### config.mk
export PLATFORM = sky130hd
export DESIGN_NAME = depacketizer
export DESIGN_NICKNAME = d
export VERILOG_FILES = /design/src/rtl/depacketizer.sv
export SDC_FILE = /design/constraint.sdc
export NUM_CORES = 1
export LEC_CHECK = 0
export CAP_MARGIN = 20
export CORE_ASPECT_RATIO = 0.7
export CORE_UTILIZATION = 60
export CTS_CLUSTER_DIAMETER = 40
export DETAILED_ROUTE_END_ITERATION = 7
export GPL_ROUTABILITY_DRIVEN = 0
export GPL_TIMING_DRIVEN = 0
export HOLD_SLACK_MARGIN = 0.03
export PLACE_DENSITY = 0.8
export SKIP_LAST_GASP = 1
export SLEW_MARGIN = 20
export SYNTH_ARGS = -nofsm -noshare
export SYNTH_HDL_FRONTEND = slang
export SYNTH_SLANG_ARGS = --single-unit
### constraint.sdc
create_clock -name clk -period 6.2 [get_ports clk]
set_input_delay 1.86 -clock clk [delete_from_list [all_inputs] [get_ports clk]]
set_output_delay 1.86 -clock clk [all_outputs]
set_load 0.02 [all_outputs]
### src/rtl/depacketizer.sv
// depacketizer: finds the BPSK preamble/sync header, decodes mode and length, emits the payload as AXIS
//   clk, rst                  symbol clock, synchronous active-high reset
//   MODE_CTRL                 0100 enables deframing, any other value is a registered passthrough
//   in_tdata/tvalid/tuser/tlast   demodulated symbol stream (in_tdata[0] is the header bit)
//   out_tdata/tvalid/tready/tlast/tuser   payload stream, tuser = is_bpsk
//   pkt_len, pkt_len_vld      decoded length in bits and its update pulse
//   hdr_err, ovf, busy        header failure pulse, dropped-beat pulse, not-hunting flag
module depacketizer #(
  parameter int BYTES   = 1,
  parameter int MIN_PRE = 32
) (
  input  logic               clk,
  input  logic               rst,
  input  logic [3:0]         MODE_CTRL,
  input  logic [BYTES*8-1:0] in_tdata,
  input  logic               in_tvalid,
  input  logic               in_tuser,
  input  logic               in_tlast,
  output logic [BYTES*8-1:0] out_tdata,
  output logic               out_tvalid,
  input  logic               out_tready,
  output logic               out_tlast,
  output logic               out_tuser,
  output logic [15:0]        pkt_len,
  output logic               pkt_len_vld,
  output logic               hdr_err,
  output logic               ovf,
  output logic               busy
);
  localparam logic [2:0] HUNT = 3'd0, PRE = 3'd1, SYNC = 3'd2, MODE = 3'd3, LEN = 3'd4, PAD = 3'd5, PLD = 3'd6;
  logic [2:0]         r_state;
  logic               r_prev_b, r_is_bpsk, r_from_pld;
  logic [7:0]         r_alt_cnt;
  logic [15:0]        r_cnt, r_len, r_nsym;
  logic [3:0]         r_match;
  logic [BYTES*8-1:0] r_tdata;
  logic               r_tvalid, r_tlast, r_tuser, r_len_vld, r_hdr_err;
  logic [15:0]        r_pkt_len;
  logic               w_mix, w_b, w_alt, w_last;
  logic [3:0]         w_match_tot;
  logic [15:0]        w_len, w_nsym;
  assign w_mix       = MODE_CTRL == 4'b0100;
  assign w_b         = in_tdata[0];
  assign w_alt       = w_b != r_prev_b;
  // mode reference pattern is 1,0,1,0,... so the expected bit is the inverse of the index LSB
  assign w_match_tot = r_match + {3'd0, w_b == ~r_cnt[0]};
  assign w_len       = {r_len[14:0], w_b};
  assign w_nsym      = r_is_bpsk ? w_len : w_len >> 1;
  assign w_last      = r_cnt == r_nsym - 16'd1;
  assign out_tdata   = r_tdata;
  assign out_tvalid  = r_tvalid;
  assign out_tlast   = r_tlast;
  assign out_tuser   = r_tuser;
  assign pkt_len     = r_pkt_len;
  assign pkt_len_vld = r_len_vld;
  assign hdr_err     = r_hdr_err;
  // a payload beat presented while downstream stalls is lost, flagged in the same cycle
  assign ovf         = r_from_pld & ~out_tready;
  assign busy        = r_state != HUNT;
  always_ff @(posedge clk) begin
    if (rst) begin
      r_state    <= HUNT;
      r_prev_b   <= 1'b0;
      r_is_bpsk  <= 1'b1;
      r_from_pld <= 1'b0;
      r_alt_cnt  <= '0;
      r_cnt      <= '0;
      r_len      <= '0;
      r_nsym     <= '0;
      r_match    <= '0;
      r_tdata    <= '0;
      r_tvalid   <= 1'b0;
      r_tlast    <= 1'b0;
      r_tuser    <= 1'b1;
      r_pkt_len  <= '0;
      r_len_vld  <= 1'b0;
      r_hdr_err  <= 1'b0;
    end else begin
      r_len_vld  <= 1'b0;
      r_hdr_err  <= 1'b0;
      r_from_pld <= 1'b0;
      if (!w_mix) begin
        r_tdata   <= in_tdata;
        r_tvalid  <= in_tvalid;
        r_tlast   <= in_tlast;
        r_tuser   <= in_tuser;
        r_state   <= HUNT;
        r_alt_cnt <= '0;
        r_cnt     <= '0;
        r_match   <= '0;
      end else begin
        r_tvalid <= 1'b0;
        r_tlast  <= 1'b0;
        if (in_tvalid) begin
          r_prev_b <= w_b;
          case (r_state)
            HUNT: begin
              r_alt_cnt <= w_alt ? r_alt_cnt + 8'd1 : 8'd0;
              if (w_alt && r_alt_cnt == 8'(MIN_PRE - 2)) begin
                r_state   <= PRE;
                r_alt_cnt <= '0;
              end
            end
            PRE: if (!w_alt) begin
              r_state <= SYNC;
              r_cnt   <= 16'd1;
            end
            SYNC: begin
              r_cnt <= r_cnt + 16'd1;
              if (r_cnt == 16'd31) begin
                r_state <= MODE;
                r_cnt   <= '0;
                r_match <= '0;
              end
            end
            MODE: begin
              r_match <= w_match_tot;
              r_cnt   <= r_cnt + 16'd1;
              if (r_cnt == 16'd7) begin
                r_cnt     <= '0;
                r_match   <= '0;
                r_is_bpsk <= w_match_tot >= 4'd5;
                r_hdr_err <= w_match_tot == 4'd4;
                r_state   <= w_match_tot == 4'd4 ? HUNT : LEN;
              end
            end
            LEN: begin
              r_len <= w_len;
              r_cnt <= r_cnt + 16'd1;
              if (r_cnt == 16'd15) begin
                r_cnt     <= '0;
                r_pkt_len <= w_len;
                r_len_vld <= 1'b1;
                r_nsym    <= w_nsym;
                r_hdr_err <= w_nsym == 16'd0;
                r_state   <= w_nsym == 16'd0 ? HUNT : PAD;
              end
            end
            PAD: begin
              r_cnt <= r_cnt + 16'd1;
              if (r_cnt == 16'd39) begin
                r_cnt   <= '0;
                r_state <= PLD;
              end
            end
            PLD: begin
              r_tvalid   <= 1'b1;
              r_from_pld <= 1'b1;
              r_tdata    <= in_tdata;
              r_tuser    <= r_is_bpsk;
              r_tlast    <= w_last;
              r_cnt      <= w_last ? 16'd0 : r_cnt + 16'd1;
              r_state    <= w_last ? HUNT : PLD;
            end
            default: r_state <= HUNT;
          endcase
        end
      end
    end
  end
endmodule

==> metrics <==
part of the Yosys area used for sequential elements=38.4%; standard cell with the maximum stage delay on the critical path=nor3_1; top cells by area in the synthesized netlist=dfxtp_1 38%, nand2_1 7.7%, mux2i_1 5.1%, nor2_1 4.5%, a21oi_1 3.7%; top cell type's share of synthesized area=38.4%; Antenna Cells=0; area of the multi-input gates=0.00281 mm2; R2R Path End=r_cnt[6]$_SDFFE_PP0P_; Synth Register Bits=94; post-CTS resize count=0; Required @ worst endpoint=6.40 ns; WL met1=5840 um; cells after synthesis=603; run status=completed; relative max-transition margin=37.5%; fraction of final layout cells sized beyond drive strength 1=5.28%; post-route minimum period=4.91 ns; Routed met2 length=5520 um; pre-CTS WS=1.00 ns; startpoint types=primary input; Cell Pwr Density=210 mW/mm2; startpoint of the most critical register-to-register path=r_nsym[0]$_SDFFE_PP0P_; Avg Synthesized Cell Area=8.13 um2; Worst Setup Path Type=in2reg; Tot Pwr=1.21 mW; full die area=0.00854 mm2; delay contributed by the slowest stage of the critical path=0.79 ns; DPL Wire Length=9110 um; H-tree lvl count=3; ratio of routed vias to standard cells=6.14; cell accounting for the most synthesized area=dfxtp_1; endpoints failing hold=0; filler cell count=632; Max Cap Violations=0; setup fix buffers added after clock tree synthesis=0; topmost layer with routed signal wires=met4; number of flops mapped to enable cells by yosys=0; maximum fanout along the worst path=10; CTS tree=yes; setup repair after global routing missed its margin=no; cts bufs inserted=9; critical path data arrival time=5.11 ns; netlist area before placement=0.00490 mm2; vias post-DR=4694; syn_nets=627; count of warnings emitted by yosys=0; Hold Path End=pkt_len[10]$_SDFFE_PP0P_; wire per inst=16.4 um; initial core utilization=62.0%; timing-limited maximum frequency=0.204 GHz; number of iterations in the first detailed-routing pass=5; Core Footprint=0.00791 mm2; area used by sequential logic in the layout=0.00188 mm2; source-to-sink clock delay at the later pin of the worst-skew pair=0.34 ns; final worst slack=1.29 ns; total routing resource utilization after global routing=30.6%; commonest cells after routing, fill and taps aside=101 x nand2_1, 94 x dfxtp_1, 59 x nor2_1; global route total overflow=0; Layout Skew=0.00653 ns; boundary pin count=49; post-route core utilization=73.1%; CTS max path bufs=2; endpoints failing setup=0; Main synth FF type=dfxtp_1; number of antenna violations at the first check in global routing=0; r2r setup slk=3.01 ns; class of the tightest hold or removal check=reg2reg; clock sinks=94; portion of the clock cycle consumed by the worst path in the final layout=79.2%; distinct cell type count of the synthesized netlist=64; number of max-slew violations in the final report=0; worst hold start=pkt_len[10]$_SDFFE_PP0P_; clock slew seen by the registers of the worst setup and hold paths=0.06 ns; Root Driver=clkbuf_16; Post-synth ARST share=0%; setup TNS after final layout=0 ns; total length of routed met3 wires=1040 um; global-route wire length before repair=20300 um; Setup crit end kind=flip-flop; Final nets=684; maximum number of pins on one net before global-route repair=15; most frequent CP cell=nand2_1; vias in the first global route=4253; cell chain of the critical path=clkdlybuf4s50_1 > nor4b_2 > nand2_1 > nor3_1 > nand3_1 > clkbuf_1 > nand2_1 > a21oi_1; DRC violations left=0; worst-case vdd ir drop=0.000171 V; commonest non-fill, non-tap cell in the layout=nand2_1; number of buffers added on ports=46; static leakage power=2.18 nW; layout-stage area growth over the synthesis result=17.9%; chip height=77.6 um; Post-CTS Hold Buffers=0; DRT antenna net count=0; initial DRC count=387; Routed WL=12600 um; die width=110 um; reg2reg path depth=11; transition time at the pin with the least slew margin=0.930 ns; Worst Hold Depth=2; number of rows in the core area=27
-- how the worst max path moves through the flow --
| stage | start | end | slack (ns) | depth (start not counted) |
|---|---|---|---|---|
| 2_1_floorplan | out_tready | ovf | 2.18 | 1 |
| 6_report | MODE_CTRL[1] | pkt_len[12]$_SDFFE_PP0P_ | 1.29 | 8 |
| 3_5_place_dp | MODE_CTRL[0] | pkt_len[12]$_SDFFE_PP0P_ | 1.00 | 8 |
| 4_1_cts | MODE_CTRL[0] | pkt_len[12]$_SDFFE_PP0P_ | 1.35 | 8 |
| 5_1_grt | MODE_CTRL[1] | pkt_len[12]$_SDFFE_PP0P_ | 0.99 | 8 |
| 3_3_place_gp | MODE_CTRL[1] | pkt_len[7]$_SDFFE_PP0P_ | 1.10 | 8 |
-- layer usage --
metal | vias to the layer above | GRT usage [%]
li1 | 2266 | -
met1 | 2209 | 42.5
met2 | 201 | 47.1
met3 | 18 | 7.48
met4 | 0 | 8.27
met5 | - | 0
-- cells by family after synthesis --
kind of cell             share of synthesized area, %
AO/OA/AOI/OAI                                    20.0
buffers and inverters                            4.34
multiplexers                                     5.33
flip-flops                                       38.4
AND/OR/NAND/NOR                                  25.1
adder cells (fa/ha/maj)                          1.53
XOR/XNOR                                         5.36
-- cell usage after synthesis (3+ instances only) --
master	n
or3_1	6
a221o_1	6
a31oi_1	4
nor2_1	59
nand3_1	17
mux2i_1	25
xor2_1	15
and3_1	7
nor2b_1	5
a211oi_1	21
a21o_1	5
nor3_1	16
a221oi_1	4
o211ai_1	6
nor3b_1	3
nor4_1	12
ha_1	6
a21oi_1	36
xnor2_1	15
a22o_1	4
nand4_1	5
a22oi_1	4
nand2b_1	4
inv_1	15
and2_1	3
clkbuf_1	31
o21a_1	3
o21ai_0	18
nand2_1	101
or2_2	7
dfxtp_1	94
-- metrics by stage --
step	std cells	instance area, um2	hold slack [ns]
detailed placement	750	5490	0.442
global placement	750	5490	0.437
global route	764	5780	0.460
floorplan	603	4900	0.444
CTS	764	5780	0.451
finish	764	5780	0.449
-- sequential cells by signal (all words and copies together) (netlist names) --
signal       cells
hdr_err          1
out_tdata        8
out_tlast        1
out_tuser        1
out_tvalid       1
pkt_len         16
pkt_len_vld      1
r_alt_cnt        8
r_cnt           16
r_from_pld       1
r_is_bpsk        1
r_len           15
r_match          4
r_nsym          16
r_prev_b         1
r_state          3
-- report_power, final --
group | internal [mW] | switching [mW]
clock | 0.320 | 0.232
sequential | 0.608 | 0.00218
combinational | 0.0218 | 0.0264
total | 0.950 | 0.261
-- cell type report --
class / instances / share of cell area, %
Timing Repair Buffer: 46 / 7.97
Multi-Input combinational cell: 457 / 48.6
Buffer: 37 / 2.71
Clock inverter: 3 / 0.801
Tap cell: 101 / 2.19
Inverter: 15 / 0.974
Clock buffer: 11 / 4.20
Sequential cell: 94 / 32.6
-- critical path, delay by kind of cell --
family                 cells  cell delay, ns
AND/OR/NAND/NOR            5            2.39
AO/OA/AOI/OAI              1            0.07
buffers and inverters      2            0.77
(Power assumes the default switching activity.)
